File: config.mk
export PLATFORM = sky130hd
export DESIGN_NAME = fetch_ctrl
export DESIGN_NICKNAME = d
export VERILOG_FILES = /design/src/rtl/fetch_ctrl.sv
export SDC_FILE = /design/constraint.sdc
export NUM_CORES = 1
export LEC_CHECK = 0
export CAP_MARGIN = 20
export CORE_MARGIN = 1.5
export CORE_UTILIZATION = 40
export CTS_BUF_LIST = sky130_fd_sc_hd__clkbuf_2
export CTS_CLUSTER_SIZE = 30
export DETAILED_ROUTE_END_ITERATION = 7
export PLACE_DENSITY = 0.95
export SKIP_CTS_REPAIR_TIMING = 1
export SYNTH_ARGS = -nofsm -noshare
export SYNTH_HDL_FRONTEND = slang
export SYNTH_SLANG_ARGS = --single-unit
File: constraint.sdc
create_clock -name Clk -period 1.8 [get_ports Clk]
set_input_delay 0.18 -clock Clk [delete_from_list [all_inputs] [get_ports Clk]]
set_output_delay 0.18 -clock Clk [all_outputs]
set_load 0.01 [all_outputs]
File: src/rtl/fetch_ctrl.sv
// fetch_ctrl: fetch sequencer driving the PC strobes, fetching from memory and issuing to execute.
// Latency: 3 cycles/instruction, 2 per jump, +1 per Mem_Ready or Instr_Ack wait cycle.
// Backpressure: Mem_Req held until Mem_Ready, Instr_Valid until Instr_Ack; FETCH_WRAP_TRAP_EN traps PC wrap.
`ifndef ADDR_WIDTH
`define ADDR_WIDTH 8
`endif

module fetch_ctrl #(
  parameter int                      INSTR_WIDTH  = 16,
  parameter int                      OPCODE_WIDTH = 4,
  parameter logic [OPCODE_WIDTH-1:0] JMP_OPCODE   = 4'hE,
  parameter logic [OPCODE_WIDTH-1:0] HLT_OPCODE   = 4'hF
) (
  input  logic                   Clk,
  input  logic                   Rst,
  input  logic                   Start,
  input  logic                   Halt,
  input  logic [`ADDR_WIDTH-1:0] PC_Out,
  output logic                   PC_Clr,
  output logic                   PC_Load,
  output logic                   PC_Inc,
  output logic [`ADDR_WIDTH-1:0] Dest_Reg,
  output logic                   Mem_Req,
  output logic [`ADDR_WIDTH-1:0] Mem_Addr,
  input  logic                   Mem_Ready,
  input  logic [INSTR_WIDTH-1:0] Mem_Data,
  output logic                   Instr_Valid,
  output logic [INSTR_WIDTH-1:0] Instr_Out,
  input  logic                   Instr_Ack,
  input  logic                   Jump_Req,
  input  logic [`ADDR_WIDTH-1:0] Jump_Addr,
  output logic                   Halted,
  output logic                   Fault
);

  if (`ADDR_WIDTH > INSTR_WIDTH - OPCODE_WIDTH) begin : g_width_chk
    $error("fetch_ctrl: jump target field overlaps the opcode");
  end

  typedef enum logic [2:0] {IDLE, CLEAR, FETCH, DECODE, ISSUE, HALTED} state_t;

  state_t                  state;
  state_t                  state_nxt;
  logic [INSTR_WIDTH-1:0]  instr_reg;
  logic [OPCODE_WIDTH-1:0] opcode;
  logic                    start_go;

  assign opcode   = instr_reg[INSTR_WIDTH-1 -: OPCODE_WIDTH];
  assign start_go = Start && (state == IDLE || state == HALTED);

  always_ff @(posedge Clk) begin
    if (Rst) begin
      state     <= IDLE;
      instr_reg <= '0;
    end else begin
      state <= state_nxt;
      if (state == FETCH && Mem_Ready) instr_reg <= Mem_Data;
    end
  end

`ifdef FETCH_WRAP_TRAP_EN
  logic wrap_trap;
  logic fault_q;

  // Sticky until the next reset or accepted Start.
  always_ff @(posedge Clk) begin
    if (Rst)            fault_q <= 1'b0;
    else if (start_go)  fault_q <= 1'b0;
    else if (wrap_trap) fault_q <= 1'b1;
  end

  assign Fault = fault_q;
`else
  assign Fault = 1'b0;
`endif

  always_comb begin
    state_nxt   = state;
    PC_Clr      = 1'b0;
    PC_Load     = 1'b0;
    PC_Inc      = 1'b0;
    Dest_Reg    = '0;
    Mem_Req     = 1'b0;
    Mem_Addr    = '0;
    Instr_Valid = 1'b0;
    Instr_Out   = '0;
    Halted      = 1'b0;
`ifdef FETCH_WRAP_TRAP_EN
    wrap_trap   = 1'b0;
`endif
    case (state)
      IDLE: begin
        if (start_go) state_nxt = CLEAR;
      end
      CLEAR: begin
        PC_Clr    = 1'b1;
        state_nxt = FETCH;
      end
      FETCH: begin
        Mem_Req  = 1'b1;
        Mem_Addr = PC_Out;
        if (Mem_Ready) state_nxt = DECODE;
      end
      DECODE: begin
        if (opcode == JMP_OPCODE) begin
          PC_Load   = 1'b1;
          Dest_Reg  = instr_reg[`ADDR_WIDTH-1:0];
          state_nxt = Halt ? HALTED : FETCH;
        end else if (opcode == HLT_OPCODE) begin
          state_nxt = HALTED;
        end else begin
          state_nxt = ISSUE;
        end
      end
      ISSUE: begin
        Instr_Valid = 1'b1;
        Instr_Out   = instr_reg;
        if (Instr_Ack) begin
          state_nxt = Halt ? HALTED : FETCH;
          if (Jump_Req) begin
            PC_Load  = 1'b1;
            Dest_Reg = Jump_Addr;
          end
`ifdef FETCH_WRAP_TRAP_EN
          else if (&PC_Out) begin
            wrap_trap = 1'b1;
            state_nxt = HALTED;
          end
`endif
          else begin
            PC_Inc = 1'b1;
          end
        end
      end
      HALTED: begin
        Halted = 1'b1;
        if (start_go) state_nxt = CLEAR;
      end
      default: state_nxt = IDLE;
    endcase
    // An aborting reset must never move the PC.
    if (Rst) begin
      PC_Clr   = 1'b0;
      PC_Load  = 1'b0;
      PC_Inc   = 1'b0;
      Dest_Reg = '0;
    end
  end

endmodule
==> results.md <==
- Clock transition at the registers of the reported paths: 180 ps
- Fin crit period: 1830 ps
- CTS tree: yes
- Synth Area in Adders: 0%
- Routed Antenna Nets: 0
- Initial Utilization: 42.5%
- Mapped Nets: 203
- Leak: 1.41 nW
- DRT Wirelength: 4520 µm
- Ys Warns: 0
- Max_cap viols: 0
- Gpl congestion: 0.815
- Max Clock Freq: 0.547 GHz
- XOR/XNOR Fraction of Synth Area: 0%
- Final setup vio count: 3
- Critical path fanouts, max: 3
- Mapped Avg Cell Area: 7.20 µm²
- Unrepaired setup endpoints after global routing: true
- Outcome: finished, violations left
- Mapped Area: 1180 µm²
- Worst EP required: 1620 ps
- Gr usage total: 22.6%
- Clk_lat worst skew: 300 ps
- Top cells by area, synth: dfxtp_1 32%, nand2_1 10%, and3_1 9.5%, a21oi_1 8.1%, a22oi_1 5.7%
- Fillers: 160
- CP Launch Type: flip-flop
- Synth unique cells: 29
- Tot Pwr: 1.72 mW
- Simple-Gate Fraction of Synth Area: 40.0%
- Remaining DRCs: 0
- Root Driver: clkbuf_2
- Die area: 3290 µm²
- Area fraction in compound gates after synthesis: 19.4%
- Fin Clk Skew: 6.98 ps
- Failing checks: setup timing
- Final WS setup: -27.2 ps
- Pre-antenna DRT Iters: 4
- Top cell type's share of synthesized area: 32.2%
- Period utilisation layout: 102%
- Clock sink count: 19
- Vias: 1580
- Fin nets: 304
- Max reg flops: 16
- Crit end category: primary output
- Power density over the cells: 755 nW/µm²
- Placement Setup Slack: -298 ps
- Worst EP arrival: 1650 ps
- Seq cells post-synth: 19
- First-pass GRT wire length: 5980 µm
- Mux cell area share after synthesis: 0%
- Largest family of logic cells by synthesized area: simple AND/OR/NAND/NOR gates
- Synth area leader: dfxtp_1
- DRT iter0 DRCs: 64
- Cell Rows: 19
- Die span in x: 57.3 µm
- Clock buffer depth: 2
- HPWL Detailed: 2870 µm
- Seq/Total Area, Yosys: 32.2%
- Die height: 57.3 µm
- VDD IR max: 0.710 mV
- Critical path class: flip-flop to primary output
- I/O Buffers: 76
- Total grt overflow: 0
- Final Hold Fails: 0
- Antenna Cells: 0
- # IOs: 78
- Largest net degree at the start of global routing: 20
- Min Hold Slack: 398 ps
- Area growth from synthesis to layout: 92.7%
- Layout cells sized above 1: 25.8%
- Drt wl/cell: 15.3 µm
- Post-Synthesis Cells: 164
- Area of the core: 2780 µm²
- Pins Over Slew Limit: 0
- Min-delay worst type: primary input to flip-flop
- Initial antenna violation count: 0
- Vias per cell: 5.36
- Cts bufs inserted: 3
- Vias in the first global route: 1421
- Max H-tree Level: 1
[final timing paths]
| check | from | end | slack (ps) | cells after the start |
|---|---|---|---|---|
| max | instr_reg[12]$_SDFFE_PP0P_ | PC_Load | -30 | 6 |
| min | Mem_Data[10] | instr_reg[10]$_SDFFE_PP0P_ | 400 | 3 |
| max reg2reg | state[1]$_SDFFE_PP0P_ | instr_reg[4]$_SDFFE_PP0P_ | 90 | 8 |
| min reg2reg | instr_reg[10]$_SDFFE_PP0P_ | instr_reg[10]$_SDFFE_PP0P_ | 460 | 2 |
[metal layers]
layer,up-vias,track usage (%),routed length (µm)
li1,762,-,-
met1,727,25.3,1750
met2,77,42.4,2290
met3,14,5.67,340
met4,0,4.98,136
met5,-,0,0
[layout make-up]
class | instances | area, µm² | share of cell area [%]
flip-flops and latches | 19 | 393 | 17.3
repair buffers | 110 | 1060 | 46.6
multi-input cells | 131 | 764 | 33.6
well taps | 31 | 38.8 | 1.70
clock buffers | 4 | 20.0 | 0.880
[power by group]
group          switching (mW)  leakage (nW)  total [mW]  internal (mW)
logic                   0.469          1.24       0.981          0.512
registers              0.0602         0.157       0.553          0.493
clock network           0.127        0.0166       0.186         0.0589
[through the flow]
stage	utilization (%)	instance area (µm²)	cells	setup TNS (ps)
after floorplan	-	1180	164	0
after global placement	75.8	2110	285	-2270
after detailed placement	75.8	2110	285	-2470
after CTS	76.5	2130	289	-11820
after global routing	81.8	2280	295	-1100
final	81.8	2280	295	-44.1
[critical path: stages, from the launching register on]
cell,delay [ps]
dfxtp_2,360
nand4b_1,240
nor3_4,280
buf_6,150
nor2_4,30
nor2_2,130
buf_2,150
[cell families after synthesis]
| group | Yosys count |
|---|---|
| AOI/OAI and AO/OA | 38 |
| buffers and inverters | 14 |
| DFF | 19 |
| other | 1 |
| and+or+nand+nor | 92 |
[placed cells by master, fill, tap and decap left out, types with 2 or more instances in the layout]
| cell type | netlist | final |
|---|---|---|
| clkdlybuf4s50_1 | 0 | 38 |
| nand2_1 | 32 | 32 |
| buf_4 | 5 | 28 |
| dlymetal6s2s_1 | 0 | 27 |
| a21oi_1 | 19 | 19 |
| and3_1 | 18 | 17 |
| dfxtp_1 | 19 | 15 |
| nor2_1 | 18 | 14 |
| and2_1 | 10 | 10 |
| buf_2 | 1 | 10 |
| a22oi_2 | 0 | 5 |
| clkbuf_2 | 0 | 5 |
| buf_6 | 3 | 5 |
| a22oi_1 | 9 | 4 |
| o21ai_0 | 4 | 4 |
| dfxtp_4 | 0 | 3 |
| nand2b_1 | 2 | 2 |
| nor2_2 | 0 | 2 |
| nor2_4 | 0 | 2 |
| nand4b_1 | 2 | 2 |
| nor3_1 | 2 | 2 |
| o21a_1 | 2 | 2 |
[synth_stat cells]
| library cell | number |
|---|---|
| o32ai_1 | 1 |
| nor4_1 | 1 |
| nor3_4 | 1 |
| dfxtp_1 | 19 |
| and3_1 | 18 |
| a22oi_1 | 9 |
| o21a_1 | 2 |
| nand2_4 | 1 |
| nor3_1 | 2 |
| nor2b_1 | 2 |
| and2_1 | 10 |
| o21ai_0 | 4 |
| nand4b_1 | 2 |
| buf_1 | 1 |
| nor3b_2 | 1 |
| o21bai_1 | 1 |
| o211ai_1 | 1 |
| nand2_1 | 32 |
| conb_1 | 1 |
| buf_2 | 1 |
| a211oi_1 | 1 |
| buf_6 | 3 |
| nand2_2 | 1 |
| clkbuf_1 | 4 |
| nand2b_1 | 2 |
| buf_4 | 5 |
| a21oi_1 | 19 |
| nand3_1 | 1 |
| nor2_1 | 18 |
Power figures use the tool's default switching activity.
==> RTL edit, RTL diff (config.mk and constraints unchanged) <==
Change the parameter `INSTR_WIDTH` from 16 to 20.
--- a/src/rtl/fetch_ctrl.sv
+++ b/src/rtl/fetch_ctrl.sv
@@ -7,5 +7,5 @@
 
 module fetch_ctrl #(
-  parameter int                      INSTR_WIDTH  = 16,
+  parameter int                      INSTR_WIDTH  = 20,
   parameter int                      OPCODE_WIDTH = 4,
   parameter logic [OPCODE_WIDTH-1:0] JMP_OPCODE   = 4'hE,
Interface: changed (resized Instr_Out and Mem_Data); port bits go from 78 to 86. The function was not compared with the original's and may differ.
==> RTL edit against the original RTL <==
  * Area after synthesis up 12%
  * Hold slack worse by 0.066 ns
  * Setup slack better by 0.011 ns
  * The run still ends with negative setup slack left
  * Sequential cell count up 4
  * Final area up 5.2%
  * Wire length down 1.9%
  * Core utilization down 4.7 points
  * Largest cell class unchanged
Power is not compared: it rests on default switching activity, and its combinational part moved more than twofold at a synthesized area within 25%.
==> RTL edit: results <==
set metrics [dict create \
    placed_cells 310 \
    drive_above_1_share 0.1855 \
    crit_fanout 8 \
    grt_pass1_wl_um 5940 \
    clk_path_buf_depth 2 \
    synthTopCellsByCount "44 x nand2_1, 29 x and2_1, 23 x dfxtp_1" \
    nets 319 \
    wl_met3_um 237 \
    critPathTopFamily "flip-flops" \
    p_clk_mw 0.222 \
    use_met1 0.2619 \
    synth-seq-area-share 0.3468 \
    clock_latency_ns 0.35 \
    gr-usage-all-layers 0.2165 \
    wl_met2_um 2421 \
    synth_area_leaders "dfxtp_1 35%, and2_1 14%, nand2_1 12%" \
    vias 1558 \
    largest_register_ff_count 20 \
    finClkSkew_ns 0.008434 \
    status "finished with violations" \
    fin_ws_ns -0.01639 \
    ys_types 33 \
    avgRoutedWirePerCell_um 13.89 \
    use_met3 0.04051 \
    path_clk_slew_ns 0.24 \
    slowest_delay_ns 0.38 \
    synth_compound_area_frac 0.1668 \
    place_congestion 0.7980 \
    grt_start_max_net_pins 23 \
    synth_nets 226 \
    setup_tns_ns -0.03407 \
    routed_wl_um 4432 \
    grt_pass1_vias 1353 \
    synth_warnings 0 \
    post-dp-hpwl_um 2996 \
    avgSynthCellArea_um2 7.254 \
    drt_iter0_drc 76 \
    drt-met1-wl_um 1705 \
    preCtsSetupSlack_ns -0.02198 \
    grt_antenna_before_repair 0 \
    portBuffers 84 \
    met2_usage 0.3717 \
    firstDrtPassIters 5 \
    finalSetupViolCount 3 \
    violations "negative setup slack" \
    dpl_cell_area_um2 2241 \
    ctsRootBufferMaster "clkbuf_2" \
]
## RTL edit: cell count changes after synthesis, moves of 3 or more
cell     delta
and2_1     +19
and3_1     -18
nand2_1    +12
dfxtp_1     +4
nor2_1      -4
a21oi_1     +3
## RTL edit: worst reg2reg max path, stage by stage, from the launching register on
cell and delay (ns):
dfxtp_2 0.38, buf_6 0.11, buf_6 0.12, buf_4 0.13
buf_4 0.13, or3_1 0.34, a21oi_1 0.18, nor2_1 0.08
a41o_1 0.18
## RTL edit: worst paths after layout
check | startpoint | to | slack, ns | depth (start not counted)
setup reg to reg | state[2] | state[0] | 0.08 | 8
hold / removal | Mem_Data[9] | instr_reg[9] | 0.33 | 3
hold reg to reg | instr_reg[13] | instr_reg[13] | 0.47 | 2
setup / recovery | state[2] | Dest_Reg[4] | -0.02 | 5
## RTL edit: final cells by class
cell class	instances	area, um^2
fill	226	709.4
inverter	2	7.507
clock buffer	3	15.01
sequential	23	470.5
timing repair buffer	101	1040
multi-input combinational	145	798.3
clock inverter	1	7.507
tap	44	55.05
